### src/rtl/debounce_pkg.sv
// Shared types and constants for the debounce_sync input conditioner.
// Optional glitch counter enabled by defining DEBOUNCE_GLITCH_CNT_EN.
package debounce_pkg;

   // Debounce FSM state encoding
   typedef enum logic [1:0] {
      STABLE_LO = 2'd0,
      CHECK_HI  = 2'd1,
      STABLE_HI = 2'd2,
      CHECK_LO  = 2'd3
   } db_state_t;

   // Default build-time constants
   localparam int DEF_SYNC_STAGES = 2;
   localparam int DEF_DB_COUNT    = 8;

   // Width of the aborted-check counter
   localparam int GLITCH_CNT_W = 8;

   // Increment that sticks at all-ones instead of wrapping
   function automatic logic [GLITCH_CNT_W-1:0] glitch_sat_inc(
      input logic [GLITCH_CNT_W-1:0] v
   );
      logic [GLITCH_CNT_W-1:0] r;
      r = (v == {GLITCH_CNT_W{1'b1}}) ? v : v + {{(GLITCH_CNT_W-1){1'b0}}, 1'b1};
      return r;
   endfunction

endpackage

### src/rtl/debounce_sync_chain.sv
// Multi-flop synchronizer for a single asynchronous bit.
// Reusable by any input stage; all flops clear on synchronous active-low reset.
module sync_chain #(
   parameter int SYNC_STAGES = 2
) (
   input  logic clk,
   input  logic rst_n,
   input  logic d,
   output logic q
);

   logic [SYNC_STAGES-1:0] sync_q;
   logic [SYNC_STAGES-1:0] sync_d;

   // Shift the raw bit one stage deeper each clock
   always_comb begin
      sync_d = {sync_q[SYNC_STAGES-2:0], d};
   end

   // Synchronizer register chain
   always_ff @(posedge clk) begin
      if (!rst_n) begin
         sync_q <= '0;
      end else begin
         sync_q <= sync_d;
      end
   end

   assign q = sync_q[SYNC_STAGES-1];

endmodule

### src/rtl/debounce_sync.sv
// Synchronizes and debounces a raw asynchronous level, producing a clean
// registered level plus one-cycle rise/fall strobes and a busy flag.
// Define DEBOUNCE_GLITCH_CNT_EN to add the saturating glitch_cnt output.
module debounce_sync
   import debounce_pkg::*;
#(
   parameter int SYNC_STAGES = DEF_SYNC_STAGES,
   parameter int DB_COUNT    = DEF_DB_COUNT
) (
   input  logic                    clk,
   input  logic                    rst_n,
   input  logic                    din,
`ifdef DEBOUNCE_GLITCH_CNT_EN
   output logic [GLITCH_CNT_W-1:0] glitch_cnt,
`endif
   output logic                    dout,
   output logic                    rise,
   output logic                    fall,
   output logic                    busy
);

   // Counter only needs to reach DB_COUNT-1, so it never wraps
   localparam int              CNT_W    = $clog2(DB_COUNT);
   localparam logic [CNT_W-1:0] CNT_LAST = CNT_W'(DB_COUNT - 1);
   localparam logic [CNT_W-1:0] CNT_ONE  = CNT_W'(1);

   logic             s;
   db_state_t        state_q, state_d;
   logic [CNT_W-1:0] cnt_q, cnt_d;
   logic             dout_q, dout_d;
   logic             rise_q, rise_d;
   logic             fall_q, fall_d;

   sync_chain #(
      .SYNC_STAGES(SYNC_STAGES)
   ) u_sync (
      .clk  (clk),
      .rst_n(rst_n),
      .d    (din),
      .q    (s)
   );

   // State, counter and output registers
   always_ff @(posedge clk) begin
      if (!rst_n) begin
         state_q <= STABLE_LO;
         cnt_q   <= '0;
         dout_q  <= 1'b0;
         rise_q  <= 1'b0;
         fall_q  <= 1'b0;
      end else begin
         state_q <= state_d;
         cnt_q   <= cnt_d;
         dout_q  <= dout_d;
         rise_q  <= rise_d;
         fall_q  <= fall_d;
      end
   end

   // Next-state: qualify a candidate level over DB_COUNT consecutive samples
   always_comb begin
      state_d = state_q;
      cnt_d   = cnt_q;
      dout_d  = dout_q;
      rise_d  = 1'b0;
      fall_d  = 1'b0;
      case (state_q)
         STABLE_LO: begin
            if (s) begin
               state_d = CHECK_HI;
               cnt_d   = CNT_ONE;
            end
         end
         CHECK_HI: begin
            if (!s) begin
               state_d = STABLE_LO;
               cnt_d   = '0;
            end else if (cnt_q == CNT_LAST) begin
               state_d = STABLE_HI;
               cnt_d   = '0;
               dout_d  = 1'b1;
               rise_d  = 1'b1;
            end else begin
               cnt_d = cnt_q + CNT_ONE;
            end
         end
         STABLE_HI: begin
            if (!s) begin
               state_d = CHECK_LO;
               cnt_d   = CNT_ONE;
            end
         end
         CHECK_LO: begin
            if (s) begin
               state_d = STABLE_HI;
               cnt_d   = '0;
            end else if (cnt_q == CNT_LAST) begin
               state_d = STABLE_LO;
               cnt_d   = '0;
               dout_d  = 1'b0;
               fall_d  = 1'b1;
            end else begin
               cnt_d = cnt_q + CNT_ONE;
            end
         end
         default: begin
            state_d = STABLE_LO;
            cnt_d   = '0;
         end
      endcase
   end

   // Outputs: registered level/strobes, busy decoded from state
   always_comb begin
      busy = (state_q == CHECK_HI) || (state_q == CHECK_LO);
      dout = dout_q;
      rise = rise_q;
      fall = fall_q;
   end

`ifdef DEBOUNCE_GLITCH_CNT_EN
   logic                    abort;
   logic [GLITCH_CNT_W-1:0] glitch_q, glitch_d;

   // A check is aborted when the candidate level disappears before acceptance
   always_comb begin
      abort    = ((state_q == CHECK_HI) && !s) || ((state_q == CHECK_LO) && s);
      glitch_d = abort ? glitch_sat_inc(glitch_q) : glitch_q;
   end

   // Saturating aborted-check counter
   always_ff @(posedge clk) begin
      if (!rst_n) begin
         glitch_q <= '0;
      end else begin
         glitch_q <= glitch_d;
      end
   end

   assign glitch_cnt = glitch_q;
`endif

endmodule

### config.mk
export PLATFORM = sky130hd
export DESIGN_NAME = debounce_sync
export DESIGN_NICKNAME = d
export VERILOG_FILES = /design/src/rtl/debounce_pkg.sv /design/src/rtl/debounce_sync_chain.sv /design/src/rtl/debounce_sync.sv
export SDC_FILE = /design/constraint.sdc
export NUM_CORES = 1
export LEC_CHECK = 0
export ABC_AREA = 1
export CORE_AREA = 2 2 39 41
export CTS_CLUSTER_DIAMETER = 30
export CTS_CLUSTER_SIZE = 30
export DETAILED_ROUTE_END_ITERATION = 16
export DIE_AREA = 0 0 41 43
export PLACE_DENSITY = 0.58
export SLEW_MARGIN = 10
export SYNTH_ARGS = -nofsm -noshare
export SYNTH_HDL_FRONTEND = slang
export SYNTH_HIERARCHICAL = 1
export SYNTH_SLANG_ARGS = --single-unit
### constraint.sdc
create_clock -name clk -period 1.01 [get_ports clk]
set_input_delay 0.1515 -clock clk [delete_from_list [all_inputs] [get_ports clk]]
set_output_delay 0.1515 -clock clk [all_outputs]
set_load 0.05 [all_outputs]
==> summary.txt <==
Floorplan
  • Die height: ~43 um
  • Die ar.: between 1500 and 2000 um^2
  • Die width: 41 um
  • Core area: about 1400 um^2
  • Initial Util: 0.278
  • IO Pins: 7
  • Row cnt: 14

Setup path
  • Slowest cell delay on critical path: 0.34 ns
  • Critical Path RT: between 1 and 1.5 ns
  • CP endpoint kind: register
  • FF-to-FF Start: cnt_q[0]
  • CP Launch Type: register
  • Critical-path cell list: ha_4, ha_4, nand2_4, nand2_4, a21oi_2, o21ai_1, inv_1
  • Crit path buf inv count: 1
  • Crit-path max FO: 3
  • Reg2reg setup slack: -0.03 ns
  • Reg2reg end: cnt_q[0]
  • R2R depth: 7
  • Worst path slowest cell: dfxtp_2
  • Arr. time, crit path: 1.24 ns
  • CP Class: reg -> reg
  • Delay-heaviest family, CP: flip-flops

Placement
  • Port-buffer cells: 6
  • HPWL Detailed: about 550 um
  • RePlAce Congestion: between 0.8 and 0.9

Logic synthesis
  • Post-synth design cell area: about 380 um^2
  • Register area share after synthesis: 0.521
  • Syn_nets: 53
  • Post-synthesis register bit count: 10
  • Netlist cell types: 12
  • Synth Instances: between 40 and 50
  • YS warnings: 6
  • Syn avg cell area: approximately 8.0 um^2

Clocking
  • Setup bufs post-CTS: 0
  • Clock insertion delay at the later pin of the skew report: approximately 0.25 ns
  • CTS Buffer Depth: 2
  • CTS Sinks: 10
  • H-tree depth: 1
  • CTS buffer count: 3
  • Clock transition at path regs: approximately 0.06 ns
  • CTS tree: built
  • Root Driver: clkbuf_4

STA
  • Fmax: 0.958 GHz
  • Worst Tran Pin Value: about 0.23 ns
  • Slew HR: 0.848
  • Final WS setup: -0.0335 ns
  • Final hold viol count: 0
  • Setup Skew: slightly below 0.002 ns
  • Setup-failing EPs final: 3
  • Min Tclk post-route: 1.04 ns
  • Pins Over Slew Limit: 0
  • RSZ-0062 raised after global routing: true
  • Final worst-path cycle share: 1.03

Route
  • Vias per cell: roughly 4.6
  • Remaining antenna violation count: 0
  • DR pass1 iterations: 3
  • WL/cell: between 9 and 10 um
  • Final WL: roughly 710 um
  • Vias: 348
  • Initial DRC count: 6
  • DRC Markers: 0

Worst hold path
  • Worst hold path depth: 2
  • Worst Hold Launch: u_sync/sync_q[0]
  • Min-Delay Endpoint: u_sync/sync_q[1]
  • Worst hold path class: reg -> reg

Final layout
  • Share of layout cells above drive strength 1: 0.383
  • Core Util, Final: 0.440
  • N_diodes: 0
  • Area Growth Syn to Fin: 58.6%
  • Layout net count: 67

Global route
  • Routing usage on met3: 0.0157
  • Global-route wire length before repair: approximately 1.2 mm
  • Global route overflow: 0
  • Gr busiest metal: met2
  • Vias in the first global route: roughly 330
  • Overall global routing resource usage: 0.105
  • GRT met2 Usage: 0.147
  • Initial antenna violation count: 0
  • Met1 usage: 0.137
  • Largest net degree at the start of global routing: 6

Power and ir drop
  • Pleak: between 0.2 and 0.3 nW
  • Max VDD drop: between 0.0005 and 0.0006 V
  • Pwr dens: 1170 nW/um^2
  • Total Power: 0.711 mW

Status
  • Failing checks: negative setup slack
  • Status: finished with violations

Run
  • Max-cap viol count: 0
==> tightest hold or removal path: stages (launching register included) <==
cell and delay [ns]:
dfxtp_1 0.31, nand2_1 0.05, inv_1 0.04
==> cells by family after synthesis <==
logic type | share of synthesized area
AO/OA/AOI/OAI | 0.0684
buffers and inverters | 0.0977
flip-flops | 0.521
AND/OR/NAND/NOR | 0.248
adder cells (fa/ha/maj) | 0.0651
==> synth_stat cells, drive strengths merged <==
library cell	count	area [um^2]
nand2	13	53.8
dfxtp	10	200
inv	9	33.8
a21oi	3	15.0
nand3	3	15.0
nand4	3	18.8
ha	2	25.0
nor2	2	7.51
clkbuf	1	3.75
o21ai	1	5.00
o22ai	1	6.26
==> registers in the layout (all words and copies together) (netlist names), named ones only <==
signal and cells:
cnt_q 3, dout 1, fall 1, rise 1, state_q 1, u_sync/sync_q 2
==> metrics by stage <==
| step | setup TNS (ns) | worst slack [ns] | hold WS, ns | cells | instance area (um^2) |
|---|---|---|---|---|---|
| detailed placement | -0.341 | -0.0993 | 0.403 | 73 | 537 |
| global placement | -0.257 | -0.0893 | 0.394 | 73 | 537 |
| CTS | -0.0441 | -0.0244 | 0.409 | 76 | 601 |
| global route | -0.360 | -0.0868 | 0.417 | 76 | 609 |
| finish | -0.0629 | -0.0335 | 0.415 | 76 | 609 |
| floorplan | -0.0217 | -0.0129 | 0.245 | 48 | 390 |
==> where the power goes <==
group,internal [mW],leakage (nW),switching [mW],total (mW)
clock network,0.136,0.0138,0.115,0.252
registers,0.402,0.0826,0.00635,0.408
logic,0.0255,0.190,0.0249,0.0505
==> cell usage in the layout, fill, tap and decap left out <==
| master | instances |
|---|---|
| a21oi_1 | 2 |
| a21oi_2 | 1 |
| buf_12 | 4 |
| buf_4 | 4 |
| clkbuf_4 | 3 |
| clkdlybuf4s50_1 | 2 |
| dfxtp_1 | 7 |
| dfxtp_2 | 3 |
| ha_4 | 2 |
| inv_1 | 8 |
| inv_4 | 1 |
| nand2_1 | 9 |
| nand2_2 | 2 |
| nand2_4 | 2 |
| nand3_1 | 3 |
| nand4_1 | 3 |
| nor2_1 | 2 |
| o21ai_1 | 1 |
| o22ai_2 | 1 |
==> what timing repair did <==
| action | 4_1_cts | 5_1_grt |
|---|---|---|
| hold buffers | 0 | 0 |
| gates resized for setup | 10 | 2 |
| hold endpoints to repair | 0 | 0 |
| pin swaps | 5 | 2 |
| cloned | 0 | 0 |
| setup endpoints to repair | 6 | 6 |
==> cell type report <==
type / instances / area (um^2)
multi-input combinational: 28 / 196
tap: 16 / 20.0
sequential: 10 / 204
fill: 135 / 774
timing repair buffer: 10 / 130
clock buffer: 3 / 22.5
inverter: 9 / 36.3
==> per-layer routing <==
layer	part of all wire	vias up
li1	-	177
met3	0.041	2
met4	0.0056	0
met5	0	-
met1	0.44	163
met2	0.52	6
==> how the worst max path moves through the flow <==
stage | start | to | slack [ns] | cells past startpoint
after detailed placement | rst_n | cnt_q[0] | -0.1 | 5
after floorplan | cnt_q[1] | cnt_q[0] | -0.01 | 7
after global placement | rst_n | cnt_q[0] | -0.09 | 5
final | cnt_q[0] | cnt_q[0] | -0.03 | 7
after global routing | cnt_q[0] | dout | -0.09 | 6
after CTS | cnt_q[0] | cnt_q[0] | -0.02 | 7
(Power assumes the default switching activity.)
==> RTL edit (same flow settings) <==
Put a register stage on the output `rise`, with the module's reset. The value now appears one clock later. The other outputs are not delayed to match. Comments in the files are not updated.
--- a/src/rtl/debounce_sync.sv
+++ b/src/rtl/debounce_sync.sv
@@ -25,2 +25,4 @@
    localparam logic [CNT_W-1:0] CNT_ONE  = CNT_W'(1);
+
+   logic rise_c;
 
@@ -116,3 +118,3 @@
       dout = dout_q;
-      rise = rise_q;
+      rise_c = rise_q;
       fall = fall_q;
@@ -142,2 +144,10 @@
 
+   always_ff @(posedge clk) begin
+      if (!rst_n) begin
+         rise <= '0;
+      end else begin
+         rise <= rise_c;
+      end
+   end
+
 endmodule
Behaviour: same outputs for any inputs over 10 cycles, from zero or initial values and one cycle with rst_n low; that may be too few to reach the edited logic, so the function may still have changed.
==> RTL edit against the unedited design <==
The flow still finishes with violations (negative setup slack); sequential cell count increased by 1; design area grew 7.8%; non-clock buffer count did not move; worst setup slack better by 3.7 ps; combinational power is 8.3% higher; first-iteration DRC count decreased by 83%; synthesized cell count is 4.2% higher; area after synthesis increased by 10%; routed wire length is 10% higher; power increased by 12%; critical path depth is 1 lower; clock power is 16% higher; critical endpoint is now dout$_SDFFE_PN0P_; largest power group unchanged.
==> RTL edit: results (changes against the unedited design) <==
| Metric | Value |
|---|---|
| Status | complete, but fails checks (unchanged) |
| Failing checks | negative setup slack (unchanged) |
| Placed Instance Area | 581 um2 (was 537 um2) |
| Register area | 226 um2 (was 204 um2) |
| Sw Ratio | 0.221 (was 0.206) |
| Compound-gate portion of the synthesized area | 0.0621 (was 0.0684) |
| Clk tree area frac | 0.0400 (was 0.0370) |
| WL met3 | 27 um (was 29 um) |
| Sequential portion of the cell area | 0.345 (was 0.335) |
| GPL Wtd Cong | 0.765 (was 0.802) |
| Area contributors post-synth | dfxtp_1, inv_1, nand2_1, ha_1, nand2_4 (was dfxtp_1, nand2_1, inv_1, ha_1, nand4_1) |
| Vias per inst | 4.44 (was 4.58) |
| Netlist cell types | 15 (was 12) |
| 1st-pass router iterations | 5 (was 3) |
| GR Util met3 | 0.0471 (was 0.0157) |
| Routed len/inst | 9.89 um (was 9.34 um) |
| Setup TNS Final | -73.1 ps (was -62.9 ps) |
| Placed Cells | 74 (was 73) |
| Worst hold start | din (was u_sync/sync_q[0]$_SDFF_PN0_) |
| Worst VDD drop | 581 uV (was 558 uV) |
| Sequential cells | 11 (was 10) |
| Number of global-route vias before repair | 324 (was 326) |
| Initial antenna violation count | 0 (unchanged) |
| First-pass GRT wire length | 1.29 mm (was 1.25 mm) |
| Post-synth top cells | dfxtp_1, inv_1, nand2_1, a21oi_1, nand4_1 (was nand2_1, dfxtp_1, inv_1) |
| Inverter count | 11 (was 9) |
| Top Metal Used | met4 (unchanged) |
| Start of the worst register-to-register path | cnt_q[0]$_SDFFE_PN0P_ (unchanged) |
| Cell count after synthesis | 50 (was 48) |
| Leak | 0.305 nW (was 0.286 nW) |
| #MultiIn Comb | 27 (was 28) |
| Clock skew | 2.63 ps (was 1.96 ps) |
| Worst-Margin Slew | 334 ps (was 228 ps) |
| Clkbuf count | 4 (was 3) |
| Post-Synthesis Net Count | 55 (was 53) |
| Number of fillers in the final layout | 137 (was 135) |
| Post-CTS Setup Bufs | 2 (was 0) |
| Register area share after synthesis | 0.521 (about the same) |
| Detailed Place HPWL | 588 um (was 551 um) |
| Total track usage | 0.119 (was 0.105) |
| DR iter-0 viols | 1 (was 6) |
| Post-Synth Adder-Cell Area | 0.0592 (was 0.0651) |
| Final worst slack | -29.8 ps (was -33.5 ps) |
| Total Nets Final | 69 (was 67) |
| Setup violators final | 3 (unchanged) |
| Detailed Route WL | 781 um (was 710 um) |
| Hold Crit Class | input pin to flip-flop (was flip-flop to flip-flop) |
| Met2 usage | 0.169 (was 0.147) |
| Dpl ws | -153 ps (was -99.3 ps) |
| Signal buf overhead | 0.198 (was 0.214) |
| Ratio of cells with drive above 1 in the final layout | 0.429 (was 0.383) |
| Met2 WL | 392 um (was 366 um) |
| Fraction of area in multi-input gates | 0.324 (was 0.322) |
| Slowest-stage cell, CP | dfxtp_2 (unchanged) |
| Multiplexer area fraction after synthesis | 0 (unchanged) |
| Grt met1 use | 0.120 (was 0.137) |
| Largest net degree at the start of global routing | 8 (was 6) |
| Metal-1 WL | 339 um (was 310 um) |
| Worst path arrival time | 1190 ps (was 1240 ps) |
==> RTL edit: cell types whose count changed after synthesis <==
cell     before  now
nand2_4       0    2
nand2_1      11    8
inv_2         0    2
o21ai_0       1    0
nor3_1        0    1
o21ai_1       0    1
nand3_1       3    2
dfxtp_1      10   11
==> RTL edit: path summary, 6_finish.rpt <==
path	end	slack, ps	cells after the start
max reg2reg	dout$_SDFFE_PN0P_	-30	6
min reg2reg	rise$_SDFF_PN0_	420	2
min	u_sync/sync_q[0]$_SDFF_PN0_	410	3
max	dout$_SDFFE_PN0P_	-30	6
==> RTL edit: power groups by stage <==
stage               Combinational, mW  Clock [mW]  Sequential [mW]
CTS                            0.0552       0.308            0.446
global route                   0.0611       0.339            0.447
finish                         0.0547       0.293            0.446
global placement               0.0502           0            0.456
floorplan                      0.0235           0            0.456
detailed placement             0.0508           0            0.456
